<file path="src/rtl/ahbl_rr_grant_sched_if.sv">
// Request/grant bundle between the AHB-Lite master request decode and the
// round-robin grant scheduler.
interface ahbl_rr_grant_sched_if #(
  parameter int N_PORTS = 2
);
  logic [N_PORTS-1:0] req;
  logic [N_PORTS-1:0] lock;
  logic               accept;
  logic [N_PORTS-1:0] gnt;
  logic               lock_active;
  logic [N_PORTS-1:0] lock_owner;
  logic [N_PORTS-1:0] starve;

  modport master (
    output req, lock, accept,
    input  gnt, lock_active, lock_owner, starve
  );

  modport slave (
    input  req, lock, accept,
    output gnt, lock_active, lock_owner, starve
  );
endinterface

</file>
<file path="src/rtl/ahbl_rr_grant_sched.sv">
// Round-robin address-phase grant scheduler for an N:1 AHB-Lite arbiter with
// HMASTLOCK hold and starvation tracking. Define ARB_STARVE_BOOST_EN to let
// starved requesters pre-empt round-robin order.
module ahbl_rr_grant_sched #(
  parameter int N_PORTS      = 2,
  parameter int W_CNT        = 4,
  parameter int STARVE_LIMIT = 8
) (
  input  logic                       clk,
  input  logic                       rst_n,
  ahbl_rr_grant_sched_if.slave       bus
);

  localparam int PW = (N_PORTS > 1) ? $clog2(N_PORTS) : 1;

  logic [PW-1:0]      ptr_q, ptr_d;
  logic               lock_active_q, lock_active_d;
  logic [N_PORTS-1:0] lock_owner_q, lock_owner_d;
  logic [W_CNT-1:0]   cnt_q [N_PORTS];
  logic [W_CNT-1:0]   cnt_d [N_PORTS];

  logic [N_PORTS-1:0] hi_mask;
  logic [N_PORTS-1:0] req_hi;
  logic [N_PORTS-1:0] gnt_rr;
  logic [N_PORTS-1:0] gnt;
  logic [N_PORTS-1:0] starve;
  logic [PW-1:0]      gnt_idx;
  logic               own_req;
  logic               own_lock;

  function automatic logic [N_PORTS-1:0] lowest1(input logic [N_PORTS-1:0] v);
    return v & (~v + N_PORTS'(1));
  endfunction

  // Round-robin: lowest request at or above ptr, otherwise wrap to lowest overall.
  always_comb begin
    hi_mask = '0;
    for (int i = 0; i < N_PORTS; i++) begin
      hi_mask[i] = (PW'(i) >= ptr_q);
    end
    req_hi = bus.req & hi_mask;
    gnt_rr = (req_hi != '0) ? lowest1(req_hi) : lowest1(bus.req);
  end

  always_comb begin
    for (int i = 0; i < N_PORTS; i++) begin
      starve[i] = (cnt_q[i] >= W_CNT'(STARVE_LIMIT));
    end
  end

  always_comb begin
    if (lock_active_q) begin
      gnt = lock_owner_q & bus.req;
    end else begin
`ifdef ARB_STARVE_BOOST_EN
      gnt = ((starve & bus.req) != '0) ? lowest1(starve & bus.req) : gnt_rr;
`else
      gnt = gnt_rr;
`endif
    end
  end

  always_comb begin
    gnt_idx = '0;
    for (int i = 0; i < N_PORTS; i++) begin
      if (gnt[i]) gnt_idx = PW'(i);
    end
  end

  assign own_req  = |(bus.req  & lock_owner_q);
  assign own_lock = |(bus.lock & lock_owner_q);

  always_comb begin
    ptr_d         = ptr_q;
    lock_active_d = lock_active_q;
    lock_owner_d  = lock_owner_q;
    if (!lock_active_q) begin
      if (bus.accept && (gnt != '0)) begin
        ptr_d = (gnt_idx == PW'(N_PORTS - 1)) ? '0 : gnt_idx + PW'(1);
        if ((gnt & bus.lock) != '0) begin
          lock_active_d = 1'b1;
          lock_owner_d  = gnt;
        end
      end
    end else if (!own_lock && ((bus.accept && own_req) || !own_req)) begin
      // Owner finished its locked sequence or went idle unlocked.
      lock_active_d = 1'b0;
      lock_owner_d  = '0;
    end
  end

  always_comb begin
    for (int i = 0; i < N_PORTS; i++) begin
      cnt_d[i] = cnt_q[i];
      if (!bus.req[i]) begin
        cnt_d[i] = '0;
      end else if (bus.accept) begin
        if (gnt[i]) begin
          cnt_d[i] = '0;
        end else if (cnt_q[i] < W_CNT'(STARVE_LIMIT)) begin
          cnt_d[i] = cnt_q[i] + W_CNT'(1);
        end
      end
    end
  end

  always_ff @(posedge clk or negedge rst_n) begin
    if (!rst_n) begin
      ptr_q         <= '0;
      lock_active_q <= 1'b0;
      lock_owner_q  <= '0;
      for (int i = 0; i < N_PORTS; i++) begin
        cnt_q[i] <= '0;
      end
    end else begin
      ptr_q         <= ptr_d;
      lock_active_q <= lock_active_d;
      lock_owner_q  <= lock_owner_d;
      for (int i = 0; i < N_PORTS; i++) begin
        cnt_q[i] <= cnt_d[i];
      end
    end
  end

  assign bus.gnt         = gnt;
  assign bus.lock_active = lock_active_q;
  assign bus.lock_owner  = lock_owner_q;
  assign bus.starve      = starve;

endmodule

</file>
<file path="src/flat_wrapper.sv">
// flat-port wrapper written by rule: the top's interface ports become plain ports
module ahbl_rr_grant_sched_flat 
#(
  parameter int N_PORTS      = 2,
  parameter int W_CNT        = 4,
  parameter int STARVE_LIMIT = 8
)
  (clk, rst_n, bus_req, bus_lock, bus_accept, bus_gnt, bus_lock_active, bus_lock_owner, bus_starve);
  ahbl_rr_grant_sched_if #(.N_PORTS(N_PORTS)) bus_i ();
  input  logic clk;
  input  logic rst_n;
  input wire logic [$bits(bus_i.req)-1:0] bus_req;
  input wire logic [$bits(bus_i.lock)-1:0] bus_lock;
  input wire logic [$bits(bus_i.accept)-1:0] bus_accept;
  output wire logic [$bits(bus_i.gnt)-1:0] bus_gnt;
  output wire logic [$bits(bus_i.lock_active)-1:0] bus_lock_active;
  output wire logic [$bits(bus_i.lock_owner)-1:0] bus_lock_owner;
  output wire logic [$bits(bus_i.starve)-1:0] bus_starve;
  assign bus_i.req = bus_req;
  assign bus_i.lock = bus_lock;
  assign bus_i.accept = bus_accept;
  assign bus_gnt = bus_i.gnt;
  assign bus_lock_active = bus_i.lock_active;
  assign bus_lock_owner = bus_i.lock_owner;
  assign bus_starve = bus_i.starve;
  ahbl_rr_grant_sched #(.N_PORTS(N_PORTS), .W_CNT(W_CNT), .STARVE_LIMIT(STARVE_LIMIT)) u_core (.clk(clk), .rst_n(rst_n), .bus(bus_i));
endmodule
</file>
<file path="config.mk">
export PLATFORM = sky130hd
export DESIGN_NAME = ahbl_rr_grant_sched_flat
export DESIGN_NICKNAME = d
export VERILOG_FILES = /design/src/rtl/ahbl_rr_grant_sched_if.sv /design/src/rtl/ahbl_rr_grant_sched.sv /design/src/flat_wrapper.sv
export SDC_FILE = /design/constraint.sdc
export NUM_CORES = 1
export LEC_CHECK = 0
export CORE_MARGIN = 2
export CORE_UTILIZATION = 53
export DETAILED_ROUTE_END_ITERATION = 12
export PLACE_DENSITY = 0.93
export SYNTH_ARGS = -nofsm -noshare
export SYNTH_HDL_FRONTEND = slang
export SYNTH_SLANG_ARGS = --single-unit
</file>
<file path="constraint.sdc">
create_clock -name clk -period 2.5 [get_ports clk]
set_clock_uncertainty 0.2 [all_clocks]
set_input_delay 0.25 -clock clk [delete_from_list [all_inputs] [get_ports clk]]
set_output_delay 0.25 -clock clk [all_outputs]
set_load 0.01 [all_outputs]
</file>
==> results of run 1 <==
==> final cells by class <==
cell class	instances	area share
sequential	12	0.328
inverter	8	0.0328
clock buffer	4	0.0396
multi-input combinational	58	0.421
timing repair buffer	15	0.158
tap	15	0.0205
==> how the worst max path moves through the flow <==
stage | from | end | slack [ns] | depth (start not counted)
final | u_core.bus.lock_active$_DFF_PN0_ | bus_gnt[1] | 0.27 | 3
after floorplan | u_core.bus.lock_active$_DFF_PN0_ | bus_gnt[1] | 0.93 | 3
after detailed placement | bus_req[0] | bus_gnt[1] | 0.29 | 5
after global routing | u_core.ptr_q$_DFFE_PN0P_ | bus_gnt[1] | 0.20 | 4
after global placement | bus_req[0] | bus_gnt[1] | 0.31 | 5
after CTS | u_core.ptr_q$_DFFE_PN0P_ | bus_gnt[1] | 0.26 | 4
==> registers in the layout, indices dropped and copies added, names as in the netlist <==
signal                  count
u_core.bus.lock_owner       2
u_core.bus.lock_active      1
u_core.cnt_q                8
u_core.ptr_q                1
==> cells in the mapped netlist, drive strengths merged <==
| cell | instances | share of area |
|---|---|---|
| a21boi | 1 | 0.010 |
| a21oi | 4 | 0.027 |
| a22oi | 2 | 0.020 |
| a31o | 1 | 0.012 |
| a31oi | 1 | 0.0084 |
| a41o | 2 | 0.027 |
| and2 | 2 | 0.017 |
| and3 | 1 | 0.0084 |
| and4 | 1 | 0.012 |
| buf | 4 | 0.030 |
| clkbuf | 2 | 0.010 |
| dfrtp | 12 | 0.40 |
| ha | 4 | 0.067 |
| inv | 8 | 0.040 |
| mux2 | 1 | 0.015 |
| nand2 | 10 | 0.050 |
| nand2b | 4 | 0.044 |
| nand3 | 6 | 0.040 |
| nand4 | 2 | 0.017 |
| nand4b | 1 | 0.012 |
| nor2b | 1 | 0.0084 |
| nor4b | 1 | 0.012 |
| nor4bb | 1 | 0.013 |
| o211ai | 2 | 0.020 |
| o21ai | 6 | 0.040 |
| o22ai | 2 | 0.017 |
| o2bb2ai | 1 | 0.012 |
| or3 | 1 | 0.0084 |
==> logic make-up (layout without fill, tap and decap cells) <==
group,Yosys count,after routing,synth area share
AOI/OAI and AO/OA,22,22,0.193
adders and majority gates,4,4,0.0671
buffers and inverters,14,27,0.0805
DFF,12,12,0.403
muxes,1,1,0.0151
and+or+nand+nor,31,31,0.242
==> through the flow <==
| step | instances | power, mW |
|---|---|---|
| global placement | 108 | 0.498 |
| global route | 112 | 0.707 |
| CTS | 112 | 0.667 |
| detailed placement | 108 | 0.504 |
| floorplan | 84 | 0.407 |
| finish | 112 | 0.666 |
==> routing by layer <==
metal	part of all wire	track usage	vias to the layer above
li1	-	-	326
met1	0.44	0.257	331
met4	0.032	0.116	0
met5	0	0	-
met2	0.47	0.319	32
met3	0.062	0.0435	9
==> report_power, final <==
part,switching [mW],leakage [nW],internal (mW)
combinational,0.108,0.236,0.122
clock,0.0688,0.0210,0.0886
sequential,0.0497,0.160,0.229
==> worst register-to-register path, stage by stage (launching register included) <==
cell and delay, ns:
dfrtp_1 0.46, nor2b_1 0.29, nand4_1 0.20, nand3_1 0.14
nand2_1 0.06
==> summary.txt, run 1 <==
Setup path
  – Slowest Stage Delay on Critical Path: 0.47 ns
  – Worst Path Required: 2.05 ns
  – CP Capture Type: primary output
  – Reg2Reg Depth: 4
  – RR Startpoint: u_core.bus.lock_active$_DFF_PN0_
  – Cell family with most CP delay: flip-flops
  – CP Data Arrival Time: 1.78 ns
  – Highest-delay cell along the critical path: dfrtp_1
  – Reg-to-Reg End: u_core.bus.lock_owner[0]$_DFFE_PN0P_
  – Worst setup SP type: flip-flop
  – Crit Path Max Fanout: 7
  – Cell breakdown of the critical path: mux2_2 -> and2_1 -> clkdlybuf4s50_1
  – WP buf/inv: 1
  – R2r setup slk: 1.04 ns
  – Worst Setup Path Type: flip-flop to primary output

Floorplan
  – Die width: 41.5 um
  – Die H: 41.5 um
  – Die outline area: 1720 um^2
  – Core area: 1300 um^2
  – Initial Util: 0.573
  – # rows: 13
  – Io pins: 14

CTS
  – TritonCTS buffer count: 3
  – Clk Latency, worst-skew pair: 0.28 ns
  – Clock-pin slew on the worst setup and hold paths: 0.08 ns
  – H-Tree Depth: 1
  – Number of setup buffers added after CTS: 0
  – CTS resizes: 0
  – Clock Sinks: 12
  – CTS Buffer Depth: 2
  – CTS tree: yes
  – CTS Hold Bufs: 0
  – Clk Tree Root Cell: clkbuf_4

Layout
  – Most common cell after layout, fill and taps aside: clkdlybuf4s50_1
  – Core Util, Final: 0.704
  – Area of the multi-input gates: 385 um^2
  – Leading cell types in the layout, fill and taps excluded: clkdlybuf4s50_1, dfrtp_1, nand2_1, inv_1
  – Fillers: 100
  – Final #Nets: 109
  – Layout cells sized above 1: 0.103
  – Fin area: 916 um^2
  – Synth-to-layout area growth: 22.8%
  – Area of all sequential standard cells: 300 um^2
  – Ant. Diodes: 0

Drt
  – DRT iter0 DRCs: 40
  – DR DRC count: 0
  – Detailed Routing Iterations Pass 1: 5
  – Wirelength, routed: 1.60 mm
  – Via-to-Cell Ratio: 6.23
  – Wire length per cell: 14.3 um
  – Antenna viol nets, final: 0
  – Routed vias: 698

STA
  – Max Slew Vio Count: 0
  – Fin Hold WS: 0.122 ns
  – RSZ-0062 raised after global routing: no
  – Tmin final: 2.23 ns
  – Final Hold Violating Endpoints: 0
  – # setup viols final: 0
  – Max-slew headroom: 0.634
  – Tcrit/Tclk final: 0.893
  – Setup total negative slack: 0 ns
  – Setup ws final: 0.268 ns
  – Fmax: 0.448 GHz
  – Slew @ Worst Pin: 0.547 ns

Placement
  – Global placer's final weighted congestion: 0.872
  – Dpl hpwl: 1.11 mm
  – Pre-CTS setup slack: 0.289 ns
  – Buffers added on ports: 13
  – Post-DP Area: 880 um^2

Global route
  – Total GRT Usage: 0.203
  – Initial antenna violation count: 0
  – Global-route wire length before repair: 2.70 mm
  – Gr ovfl total: 0
  – Vias in the first global route: 639
  – Pin count of the biggest net entering global routing: 15

Synthesis
  – FF+latch count, synth: 12
  – Post-Syn Area per Cell: 8.88 um^2
  – Syn Inst Count: 84
  – Synth Cell Area: 746 um^2
  – Synth Warn #: 0
  – Syn Nets: 95
  – Sequential area share after synthesis: 0.403
  – Unique masters post-synth: 31

Job
  – Max Cap Viol: 0

Pwr
  – Worst vdd rail ir drop: 489 uV
  – PwrDens: 727 nW/um^2
  – Leak Pwr: 0.416 nW

Worst hold path
  – Hold Path Class: input pin to async pin

Status
  – Status: finished clean
(Power assumes the default switching activity.)
==> inputs of run 2 (changes only) <==
--- a/config.mk
+++ b/config.mk
@@ -5,7 +5,7 @@
 export SDC_FILE = /design/constraint.sdc
 export NUM_CORES = 1
 export LEC_CHECK = 0
-export CORE_MARGIN = 2
+export ABC_CLOCK_PERIOD_IN_PS = 2500
 export CORE_UTILIZATION = 53
 export DETAILED_ROUTE_END_ITERATION = 12
 export PLACE_DENSITY = 0.93
==> run 2 against run 1 <==
Compared with the run above: cell area unchanged; cell count unchanged; wire length increased by 3.9%; hold slack improved by 0.0064 ns; die area decreased by 9.4%; register-to-register slack about the same; clock power about the same; critical endpoint unchanged; largest cell class unchanged; highest routed layer unchanged.
==> summary.txt, run 2 (synthesis gave the netlist of run 1 again) <==
Placement
  – Post-DP Area: 880 um^2
  – Buffers added on ports: 13
  – Dpl hpwl: 1.17 mm
  – Global placer's final weighted congestion: 0.776
  – DP Cell Count: 108

Floorplan
  – Initial Util: 0.573
  – # rows: 13
  – Io pins: 14
  – Die H: 39.5 um
  – Die outline area: 1560 um^2
  – Core area: 1300 um^2
  – Die width: 39.5 um

Setup path
  – Cell breakdown of the critical path: nand2b_4 -> mux2_2 -> and2_1 -> clkdlybuf4s50_1
  – Worst Path Required: 2.05 ns
  – Crit Path Max Fanout: 4
  – Worst setup SP type: flip-flop
  – Reg2Reg Depth: 5
  – CP startpoint: u_core.ptr_q$_DFFE_PN0P_
  – Highest-delay cell along the critical path: clkdlybuf4s50_1
  – Worst Setup Path Type: flip-flop to primary output
  – R2r setup slk: 1.04 ns
  – CP Capture Type: primary output
  – CP Data Arrival Time: 1.82 ns
  – Reg-to-Reg End: u_core.cnt_q[1]$_DFFE_PN0P_
  – Slowest Stage Delay on Critical Path: 0.47 ns
  – RR Startpoint: u_core.cnt_q[1]$_DFFE_PN0P_

Layout
  – Layout cells sized above 1: 0.103
  – Non-filler cells in the finished layout: 112
  – Final #Nets: 109
  – Fin area: 916 um^2
  – Top reg by flops: u_core.cnt_q
  – Max reg flops: 8
  – Synth-to-layout area growth: 22.8%
  – Most common cell after layout, fill and taps aside: clkdlybuf4s50_1
  – Leading cell types in the layout, fill and taps excluded: clkdlybuf4s50_1, dfrtp_1, nand2_1, inv_1
  – Core Util, Final: 0.704
  – Fillers: 90
  – Ant. Diodes: 0

Drt
  – DR DRC count: 0
  – Wirelength, routed: 1.67 mm
  – Antenna viol nets, final: 0
  – DRT iter0 DRCs: 27
  – Wire length per cell: 14.9 um
  – Via-to-Cell Ratio: 6.16
  – Routed vias: 690
  – Detailed Routing Iterations Pass 1: 4

Global route
  – Global-route wire length before repair: 2.67 mm
  – Gr ovfl total: 0
  – Pin count of the biggest net entering global routing: 15
  – Vias in the first global route: 600
  – Initial antenna violation count: 0
  – Total GRT Usage: 0.260

CTS
  – TritonCTS buffer count: 3
  – Clk Latency, worst-skew pair: 0.28 ns
  – Number of setup buffers added after CTS: 0
  – Clk Tree Root Cell: clkbuf_4
  – CTS tree: yes
  – CTS Hold Bufs: 0
  – CTS Buffer Depth: 2
  – CTS resizes: 0
  – Clock-pin slew on the worst setup and hold paths: 0.08 ns
  – H-Tree Depth: 1
  – Clock Sinks: 12

STA
  – # setup viols final: 0
  – Max Slew Vio Count: 0
  – Tmin final: 2.27 ns
  – Setup total negative slack: 0 ns
  – Slew @ Worst Pin: 0.563 ns
  – RSZ-0062 raised after global routing: no
  – Final Hold Violating Endpoints: 0
  – Tcrit/Tclk final: 0.909
  – Fmax: 0.440 GHz
  – Max-slew headroom: 0.624

Pwr
  – Leak Pwr: 0.416 nW
  – PwrDens: 731 nW/um^2
  – Worst vdd rail ir drop: 564 uV

Job
  – Max Cap Viol: 0

Status
  – Status: finished clean

Worst hold path
  – Hold Path Class: input pin to async pin
-- run 2: where the power goes --
| group | internal [mW] | total, mW | switching (mW) | leakage [nW] |
|---|---|---|---|---|
| logic | 0.122 | 0.230 | 0.108 | 0.236 |
| clock network | 0.0886 | 0.160 | 0.0716 | 0.0210 |
| registers | 0.229 | 0.279 | 0.0504 | 0.160 |
| total | 0.439 | 0.669 | 0.230 | 0.416 |
-- run 2: metal layers --
metal,global-route usage,vias to the layer above,share of wire
li1,-,326,-
met1,0.344,332,0.44
met2,0.402,28,0.49
met3,0.0398,4,0.050
met4,0.138,0,0.014
met5,0,-,0
-- run 2: through the flow --
stage	power (mW)	setup slack, ns	hold slack [ns]
after CTS	0.667	0.244	0.136
after global placement	0.497	0.309	0.312
after detailed placement	0.504	0.268	0.334
after global routing	0.710	0.170	0.159
after floorplan	0.407	0.934	-0.246
final	0.669	0.228	0.128
-- run 2: worst max path at each step --
| stage | to | slack (ns) | cells after the start |
|---|---|---|---|
| detailed placement | bus_gnt[0] | 0.27 | 5 |
| global route | bus_gnt[1] | 0.17 | 4 |
| CTS | bus_gnt[1] | 0.24 | 4 |
| floorplan | bus_gnt[1] | 0.93 | 3 |
| finish | bus_gnt[1] | 0.23 | 4 |
| global placement | bus_gnt[1] | 0.31 | 5 |
-- run 2: critical path: cells and delay by family (launching register included) --
kind | cells | cell delay (ns)
buffers and inverters | 1 | 0.47
and+or+nand+nor | 2 | 0.34
muxes | 1 | 0.29
DFF | 1 | 0.44
-- run 2: area by class of cell --
class	count	area (um^2)	share of cell area
Multi-Input combinational cell	58	385	0.421
Sequential cell	12	300	0.328
Timing Repair Buffer	15	145	0.158
Clock buffer	4	36.3	0.0396
Inverter	8	30.0	0.0328
Tap cell	15	18.8	0.0205
==> inputs of run 3 (changes only) <==
--- a/config.mk
+++ b/config.mk
@@ -9,6 +9,7 @@
 export CORE_UTILIZATION = 53
 export DETAILED_ROUTE_END_ITERATION = 12
 export PLACE_DENSITY = 0.93
+export SKIP_LAST_GASP = 1
 export SYNTH_ARGS = -nofsm -noshare
 export SYNTH_HDL_FRONTEND = slang
 export SYNTH_SLANG_ARGS = --single-unit
==> results of run 3 <==
No change in the layout: final DEF, timing and power equal those of run 2.
